## src/rtl/risc16_btb_pkg.sv

```systemverilog
// Shared types and helpers for the RISC16 branch target buffer.
// Counter encoding: values 10 and 11 predict taken.
package risc16_btb_pkg;

  typedef enum logic [1:0] {
    CTR_SNT = 2'b00,
    CTR_WNT = 2'b01,
    CTR_WT  = 2'b10,
    CTR_ST  = 2'b11
  } ctr_t;

  localparam int unsigned PC_STEP = 32'd2;

  // Saturating 2-bit counter step: never wraps past either end.
  function automatic ctr_t sat_next(input ctr_t c, input logic taken);
    ctr_t n;
    n = c;
    case (c)
      CTR_SNT: n = taken ? CTR_WNT : CTR_SNT;
      CTR_WNT: n = taken ? CTR_WT  : CTR_SNT;
      CTR_WT:  n = taken ? CTR_ST  : CTR_WNT;
      CTR_ST:  n = taken ? CTR_ST  : CTR_WT;
      default: n = c;
    endcase
    return n;
  endfunction

endpackage

```

## src/rtl/risc16_btb_if.sv

```systemverilog
// Lookup (IF stage) and update (resolve stage) bus of the branch target buffer.
interface risc16_btb_if #(
  parameter int XLEN = 16
);
  logic [XLEN-1:0] lk_pc;
  logic            lk_hit;
  logic            lk_taken;
  logic [XLEN-1:0] lk_next_pc;
  logic            up_valid;
  logic [XLEN-1:0] up_pc;
  logic            up_is_jump;
  logic            up_taken;
  logic [XLEN-1:0] up_target;
  logic            flush;

  modport master (
    output lk_pc, up_valid, up_pc, up_is_jump, up_taken, up_target, flush,
    input  lk_hit, lk_taken, lk_next_pc
  );

  modport slave (
    input  lk_pc, up_valid, up_pc, up_is_jump, up_taken, up_target, flush,
    output lk_hit, lk_taken, lk_next_pc
  );
endinterface

```

## src/rtl/risc16_btb_way.sv

```systemverilog
// One BTB entry: storage, tag compare for lookup and update, counter training.
// Only the valid bit is reset; the payload is meaningless while valid is low.
module risc16_btb_way
  import risc16_btb_pkg::*;
#(
  parameter int XLEN      = 16,
  parameter int TAG_W     = 9,
  parameter int PRED_MODE = 1
) (
  input  logic             clk,
  input  logic             rst,
  input  logic             flush_i,
  input  logic [TAG_W-1:0] lk_tag_i,
  input  logic             up_sel_i,
  input  logic [TAG_W-1:0] up_tag_i,
  input  logic             up_is_jump_i,
  input  logic             up_taken_i,
  input  logic [XLEN-1:0]  up_target_i,
  output logic             hit_o,
  output logic             taken_o,
  output logic [XLEN-1:0]  target_o
);

  logic             valid_q;
  logic             jump_q;
  logic [TAG_W-1:0] tag_q;
  logic [XLEN-1:0]  target_q;
  ctr_t             ctr_q;

  logic up_hit_s;
  logic alloc_s;

  assign up_hit_s = valid_q && (tag_q == up_tag_i);
  assign alloc_s  = up_sel_i && !up_hit_s && up_taken_i;
  assign hit_o    = valid_q && (tag_q == lk_tag_i);
  assign target_o = target_q;

  always_comb begin
    taken_o = 1'b0;
    if (!hit_o) begin
      taken_o = 1'b0;
    end else if (jump_q || (PRED_MODE == 0)) begin
      taken_o = 1'b1;
    end else begin
      taken_o = ctr_q[1];
    end
  end

  always_ff @(posedge clk or posedge rst) begin
    if (rst) begin
      valid_q <= 1'b0;
    end else if (flush_i) begin
      valid_q <= 1'b0;
    end else if (alloc_s) begin
      valid_q <= 1'b1;
    end
  end

  // Not-taken outcomes on a miss never allocate, so stale entries survive them.
  always_ff @(posedge clk) begin
    if (!flush_i && up_sel_i) begin
      if (up_hit_s) begin
        ctr_q  <= sat_next(ctr_q, up_taken_i);
        jump_q <= up_is_jump_i;
        if (up_taken_i) begin
          target_q <= up_target_i;
        end
      end else if (up_taken_i) begin
        tag_q    <= up_tag_i;
        target_q <= up_target_i;
        jump_q   <= up_is_jump_i;
        ctr_q    <= up_is_jump_i ? CTR_ST : CTR_WT;
      end
    end
  end

endmodule

```

## src/rtl/risc16_btb.sv

```systemverilog
// Direct-mapped branch target buffer: index decode, per-entry ways and the
// combinational next-PC selection seen by the fetch stage.
module risc16_btb
  import risc16_btb_pkg::*;
#(
  parameter int XLEN      = 16,
  parameter int ENTRIES   = 64,
  parameter int IDX_LSB   = 1,
  parameter int PRED_MODE = 1
) (
  input  logic           clk,
  input  logic           rst,
  risc16_btb_if.slave    bus
);

  localparam int IDX_W = $clog2(ENTRIES);
  localparam int TAG_W = XLEN - IDX_LSB - IDX_W;

  logic [IDX_W-1:0] lk_idx_s;
  logic [IDX_W-1:0] up_idx_s;
  logic [TAG_W-1:0] lk_tag_s;
  logic [TAG_W-1:0] up_tag_s;

  logic            way_hit_s    [ENTRIES];
  logic            way_taken_s  [ENTRIES];
  logic [XLEN-1:0] way_target_s [ENTRIES];

  assign lk_idx_s = bus.lk_pc[IDX_LSB +: IDX_W];
  assign lk_tag_s = bus.lk_pc[XLEN-1 -: TAG_W];
  assign up_idx_s = bus.up_pc[IDX_LSB +: IDX_W];
  assign up_tag_s = bus.up_pc[XLEN-1 -: TAG_W];

  // Instruction-alignment bits below the index never reach the table.
  if (IDX_LSB > 0) begin : g_unused_lsb
    logic unused_up_lsb_s;
    assign unused_up_lsb_s = ^bus.up_pc[IDX_LSB-1:0];
  end

  for (genvar i = 0; i < ENTRIES; i++) begin : g_way
    risc16_btb_way #(
      .XLEN      (XLEN),
      .TAG_W     (TAG_W),
      .PRED_MODE (PRED_MODE)
    ) u_way (
      .clk          (clk),
      .rst          (rst),
      .flush_i      (bus.flush),
      .lk_tag_i     (lk_tag_s),
      .up_sel_i     (bus.up_valid && (up_idx_s == IDX_W'(i))),
      .up_tag_i     (up_tag_s),
      .up_is_jump_i (bus.up_is_jump),
      .up_taken_i   (bus.up_taken),
      .up_target_i  (bus.up_target),
      .hit_o        (way_hit_s[i]),
      .taken_o      (way_taken_s[i]),
      .target_o     (way_target_s[i])
    );
  end

  // Zero-latency lookup; the sequential fall-through wraps at the top of memory.
  always_comb begin
    bus.lk_hit     = way_hit_s[lk_idx_s];
    bus.lk_taken   = way_taken_s[lk_idx_s];
    bus.lk_next_pc = bus.lk_pc + XLEN'(PC_STEP);
    if (way_taken_s[lk_idx_s]) begin
      bus.lk_next_pc = way_target_s[lk_idx_s];
    end else begin
      bus.lk_next_pc = bus.lk_pc + XLEN'(PC_STEP);
    end
  end

endmodule

```

## src/flat_wrapper.sv

```systemverilog
// flat-port wrapper written by rule: the top's interface ports become plain ports
module risc16_btb_flat import risc16_btb_pkg::*;
#(
  parameter int XLEN      = 16,
  parameter int ENTRIES   = 64,
  parameter int IDX_LSB   = 1,
  parameter int PRED_MODE = 1
)
  (clk, rst, bus_lk_pc, bus_up_valid, bus_up_pc, bus_up_is_jump, bus_up_taken, bus_up_target, bus_flush, bus_lk_hit, bus_lk_taken, bus_lk_next_pc);
  risc16_btb_if #(.XLEN(XLEN)) bus_i ();
  input  logic clk;
  input  logic rst;
  input wire logic [$bits(bus_i.lk_pc)-1:0] bus_lk_pc;
  input wire logic [$bits(bus_i.up_valid)-1:0] bus_up_valid;
  input wire logic [$bits(bus_i.up_pc)-1:0] bus_up_pc;
  input wire logic [$bits(bus_i.up_is_jump)-1:0] bus_up_is_jump;
  input wire logic [$bits(bus_i.up_taken)-1:0] bus_up_taken;
  input wire logic [$bits(bus_i.up_target)-1:0] bus_up_target;
  input wire logic [$bits(bus_i.flush)-1:0] bus_flush;
  output wire logic [$bits(bus_i.lk_hit)-1:0] bus_lk_hit;
  output wire logic [$bits(bus_i.lk_taken)-1:0] bus_lk_taken;
  output wire logic [$bits(bus_i.lk_next_pc)-1:0] bus_lk_next_pc;
  assign bus_i.lk_pc = bus_lk_pc;
  assign bus_i.up_valid = bus_up_valid;
  assign bus_i.up_pc = bus_up_pc;
  assign bus_i.up_is_jump = bus_up_is_jump;
  assign bus_i.up_taken = bus_up_taken;
  assign bus_i.up_target = bus_up_target;
  assign bus_i.flush = bus_flush;
  assign bus_lk_hit = bus_i.lk_hit;
  assign bus_lk_taken = bus_i.lk_taken;
  assign bus_lk_next_pc = bus_i.lk_next_pc;
  risc16_btb #(.XLEN(XLEN), .ENTRIES(ENTRIES), .IDX_LSB(IDX_LSB), .PRED_MODE(PRED_MODE)) u_core (.clk(clk), .rst(rst), .bus(bus_i));
endmodule
```

## config.mk

```make
export PLATFORM = sky130hd
export DESIGN_NAME = risc16_btb_flat
export DESIGN_NICKNAME = d
export VERILOG_FILES = /design/src/rtl/risc16_btb_pkg.sv /design/src/rtl/risc16_btb_if.sv /design/src/rtl/risc16_btb_way.sv /design/src/rtl/risc16_btb.sv /design/src/flat_wrapper.sv
export SDC_FILE = /design/constraint.sdc
export NUM_CORES = 2
export LEC_CHECK = 0
export ABC_AREA = 1
export CAP_MARGIN = 20
export CORE_UTILIZATION = 35
export DETAILED_ROUTE_END_ITERATION = 8
export DONT_BUFFER_PORTS = 1
export PLACE_DENSITY = 0.46
export SYNTH_ARGS = -nofsm -noshare
export SYNTH_HDL_FRONTEND = slang
export SYNTH_SLANG_ARGS = --single-unit
```

## constraint.sdc

```tcl
create_clock -name clk -period 4.68 [get_ports clk]
set_clock_uncertainty 0.15 [all_clocks]
set_input_delay 0.468 -clock clk [delete_from_list [all_inputs] [get_ports clk]]
set_output_delay 0.468 -clock clk [all_outputs]
set_load 0.01 [all_outputs]
```

==> results.md <==
- The flow ran to the end, but the final reports show violations.
- The checks that failed: negative hold slack, max-slew violations, negative setup slack.
- The port buffer count is 0.
- The clock passes through at most 3 buffers.
- The number of antenna violations at the first check in global routing is 20.
- TritonCTS built the clock tree.
- The via count of the first global-routing pass is roughly 63000.
- The first global-routing pass estimated just under 500 mm of wire.
- The data arrival time of the critical path is about 4.4 ns.
- The number of warnings issued by yosys is 0.
- The reported max-cap violation count is 0.
- The data required time at the worst endpoint is slightly above 4 ns.
- In the synthesized netlist the dominant register cell turns out to be sky130_fd_sc_hd__edfxtp_1.
- Buffers added to address setup during post-CTS repair amount to 0.
- Registers take approximately 55000 um^2.
- The first-pass iteration count of the detailed router is 7.
- In this run, synthesis inferred between 1500 and 2000 flip-flops with an integrated enable.
- The post-layout minimum cycle time is between 5 and 6 ns.
- The height of the die is 502 um.
- The clock power share is 43.4%.
- The clock-pin slew on the worst setup and hold paths is 0.06 ns.
- The net switching power is about 0.0088 W.
- The worst voltage drop across the vdd grid is 323 uV.
- The via-per-instance ratio is ~5.6.
- In this run the worst path has a maximum fanout of 552.
- For this run, the post-layout net count is 8464.
- The minimum setup slack among reg-to-reg paths is 2.06 ns.
- The worst-case headroom to the max-slew limit is -11.6%.
- The worst register-to-register path has a depth of 7.
- The type of element launching the critical path is an input pin.
- The number of slew-limit violations in the final report is between 150 and 200.
- After synthesis, the largest area contributor takes up around 61% of total cell area.
- Of the available clock period, the critical path in the final layout requires 107%.
- Setup violations remaining at the end of the flow were counted as 18.
- The worst hold path startpoint is bus_up_pc[10].
- The worst min-delay path class is in2reg.
- The number of gates given a new drive strength after cts is 0.
- The internal power of the cells totals roughly 0.028 W.
- Entering global routing, the biggest net connects 553 pins.
- The path with the worst hold slack has its endpoint at u_core.g_way[14].u_way.ctr_q[1].
- The H-tree depth is 4.
- The later pin in the worst-skew pair is clocked with a latency of 0.88 ns.
- Dividing the detail-routed wire length by the instance count gives 29.5 um.
- Across every metal layer, demand over resource in global routing totals around 27%.
- Sequential elements use a little over three fifths of the synthesized area.
- The combined buffer and inverter count along the critical path is 3.
- The library cell occupying the most area in the post-synthesis netlist is sky130_fd_sc_hd__edfxtp_1.
- The clock drives approximately 1900 sinks.
- The initial utilization of the core area, before any placement, comes to about a third.
- The post-synthesis average cell area is 10.4 um^2.
- Setup repair after global routing left no endpoint under its margin.
- The highest achievable clock rate is about 0.20 GHz.
- The I/O pin count is 72.
- The share of power burned in combinational logic is about 7%.
- The number of register bits inferred by synthesis is about 1900.
- Sequential cells burn between 40% and 50% of the power.
- The site row count is around 180.
- The worst hold slack after final layout is -0.00814 ns.
- The startpoint identified for the worst register-to-register timing path is u_core.g_way[43].u_way.tag_q[6].
- The width of the chip is about 500 um.
- The endpoint type of the worst setup path is an output port.
- Counting instances, the worst hold path has a depth of 5.
- The endpoint identified for the worst register-to-register timing path is u_core.g_way[43].u_way.jump_q.
- Sorting the synthesized cells by how often they occur yields sky130_fd_sc_hd__edfxtp_1 (1792), sky130_fd_sc_hd__nand2_1 (1420), sky130_fd_sc_hd__nor2_1 (1171), sky130_fd_sc_hd__o21ai_0 (896), sky130_fd_sc_hd__inv_1 (527).
- Of all flip-flops after synthesis, the portion carrying an async set or reset was 3.45%.
- The filler cell count is between 20000 and 25000.
- The number of vias in the routed layout is between 60000 and 70000.
- After detailed placement, the design holds a cell count of 11400.
- In the final layout, the share of cells above drive strength 1 is roughly 8.4%.
- The layout-stage area growth over the synthesis result is 13.7%.
- The total grt overflow is 0.
- The top cell family by delay on the critical path is simple AND/OR/NAND/NOR gates.
- After synthesis, the netlist uses between 40 and 50 different library cells.
- The switching part of the total is between 20 and 25%.
- The number of hold violations in the final report is 1.
- Synthesis produced a netlist whose cell count is about 8400.
- The area occupied by multi-input gates is approximately 28000 um^2.
- The clock buffer count from CTS is approximately 210.
- For the pin with the worst max-slew slack, the measured transition is between 1.5 and 2 ns.
- Buffers inserted to repair hold after CTS numbered around 80.
- The placeable core region is approximately 250000 um^2.
- The critical path goes through inv_8, buf_12, nand3_1, nor2_1, nand2_1, nor2_1, nand3_1, nand3_1, nand3_1, nand3_1, nand2_1, nand2_1, nand2_1, inv_2, nand2_4, nand2_1, nand2_1.
- For this design the ratio of total power to cell area is around 370 nW/um^2.
- The setup slack after layout is -0.327 ns.
- The type of the worst setup path is in2out.
- Detailed placement finished with a half-perimeter wire length of 175 mm.
- The most common cell in the synthesized netlist is sky130_fd_sc_hd__edfxtp_1.
- The final wirelength is between 300 and 400 mm.
- The full die area is around 250000 um^2.
- The count of nets left with antenna violations once routing finished came out at 0.
- After the first detailed-routing iteration, the DRC count stood at roughly 8400.
- The static leakage power is roughly 35 nW.
- The final weighted congestion of routability-driven global placement is ~0.86.
- In this design, the stage delay of the slowest critical-path cell is roughly 0.89 ns.
- The critical path's slowest cell is sky130_fd_sc_hd__inv_8.
- Among the stages of the critical path, the cell type that occurs most often is sky130_fd_sc_hd__nand2_1.
- When the netlist entered floorplanning its net count stood at about 8400.
- The cell area that synthesis handed to floorplanning was 87500 um^2.
- In the routed design, unresolved DRC markers number 0.
- The final-layout setup total negative slack is -5.27 ns.
- Leaving out filler cells and counting taps, the final layout contains between 10000 and 15000.
- By area the synthesized netlist is led by sky130_fd_sc_hd__edfxtp_1 (61%), sky130_fd_sc_hd__nand2_1 (6.1%), sky130_fd_sc_hd__o21ai_0 (5.1%).
- The root buffer selected by CTS is sky130_fd_sc_hd__clkbuf_16.
-- flip-flops by register name (all words and copies together), names as in the netlist --
name / cells
u_core.g_way.u_way.ctr_q: 128
u_core.g_way.u_way.jump_q: 64
u_core.g_way.u_way.tag_q: 576
u_core.g_way.u_way.target_o: 1024
u_core.g_way.u_way.valid_q: 64
-- tightest hold or removal path: cells and delay by family --
family	cells	cell delay (ns)
AND/OR/NAND/NOR	2	0.12
buffers and inverters	1	0.04
AO/OA/AOI/OAI	2	0.23
-- cell type report --
type,count,area share [%]
flip-flops and latches,1856,55.7
multi-input cells,5489,27.9
clock buffers,279,5.62
well taps,3330,4.19
repair buffers,305,3.44
inverters,552,2.13
clock inverters,106,0.964
diodes,10,0.0252
-- power by group through the flow --
stage	clock network [W]	logic, W	registers (W)
finish	0.0160	0.00257	0.0183
global route	0.0168	0.00271	0.0182
CTS	0.0162	0.00255	0.0183
detailed placement	0	0.00188	0.0186
global placement	0	0.00187	0.0186
floorplan	0	0.00143	0.0186
-- cells in the final DEF (no fill, tap or decap), drive strengths merged, types with 45 or more instances in the layout --
master	netlist	layout
xor2	145	145
o221ai	94	94
nor2	1173	1173
nor3	86	86
nand3	451	451
o211ai	82	82
clkbuf	260	279
or2	90	90
o22ai	286	286
clkinv	9	91
nand4	53	53
edfxtp	1792	1792
a21oi	205	205
dlygate4sd3	0	45
inv	543	548
o21ai	906	906
dfrtp	64	64
a211oi	48	48
buf	235	260
nand2	1421	1421
a221oi	107	107
xnor2	237	237
-- metrics by stage --
stage	util [%]	setup WS, ns	cell area (um^2)	hold WS [ns]	power, W
2_1_floorplan	-	1.35	87500	0.314	0.0200
3_3_place_gp	36.8	0.491	91500	0.336	0.0205
3_5_place_dp	36.8	0.618	91500	0.336	0.0205
4_1_cts	40.0	0.521	99400	0.000183	0.0370
5_1_grt	40.0	0.111	99500	0.0161	0.0378
6_report	40.0	-0.327	99500	-0.00814	0.0368
-- worst max path at each step --
stage,from,cells past startpoint,slack (ns),endpoint
3_3_place_gp,bus_lk_pc[1],11,0.49,bus_lk_next_pc[6]
5_1_grt,bus_lk_pc[1],19,0.11,bus_lk_next_pc[5]
3_5_place_dp,bus_lk_pc[1],11,0.62,bus_lk_next_pc[6]
2_1_floorplan,bus_up_valid,10,1.35,u_core.g_way[40].u_way.tag_q[0]
4_1_cts,u_core.g_way[56].u_way.tag_q[4],18,0.52,bus_lk_next_pc[11]
6_report,bus_lk_pc[1],17,-0.33,bus_lk_next_pc[15]
-- metal layers --
layer / track usage (%) / vias to the layer above / wire, um
met5: 0 / - / 23
met4: 13.1 / 4 / 18400
met2: 43.6 / 3210 / 160000
met3: 3.74 / 672 / 26400
met1: 36.8 / 33700 / 147000
li1: - / 29700 / -
-- logic make-up (layout without fill, tap and decap cells) --
group	Yosys count	after routing	synth area share (%)
compound gates	1782	1782	12.0
xor+xnor	382	382	3.82
fa+ha+maj	1	1	0.0143
buf+inv	1047	1242	5.15
flops	1856	1856	63.3
other cells	0	10	0
simple gates	3324	3324	15.7
(Power assumes the default switching activity.)
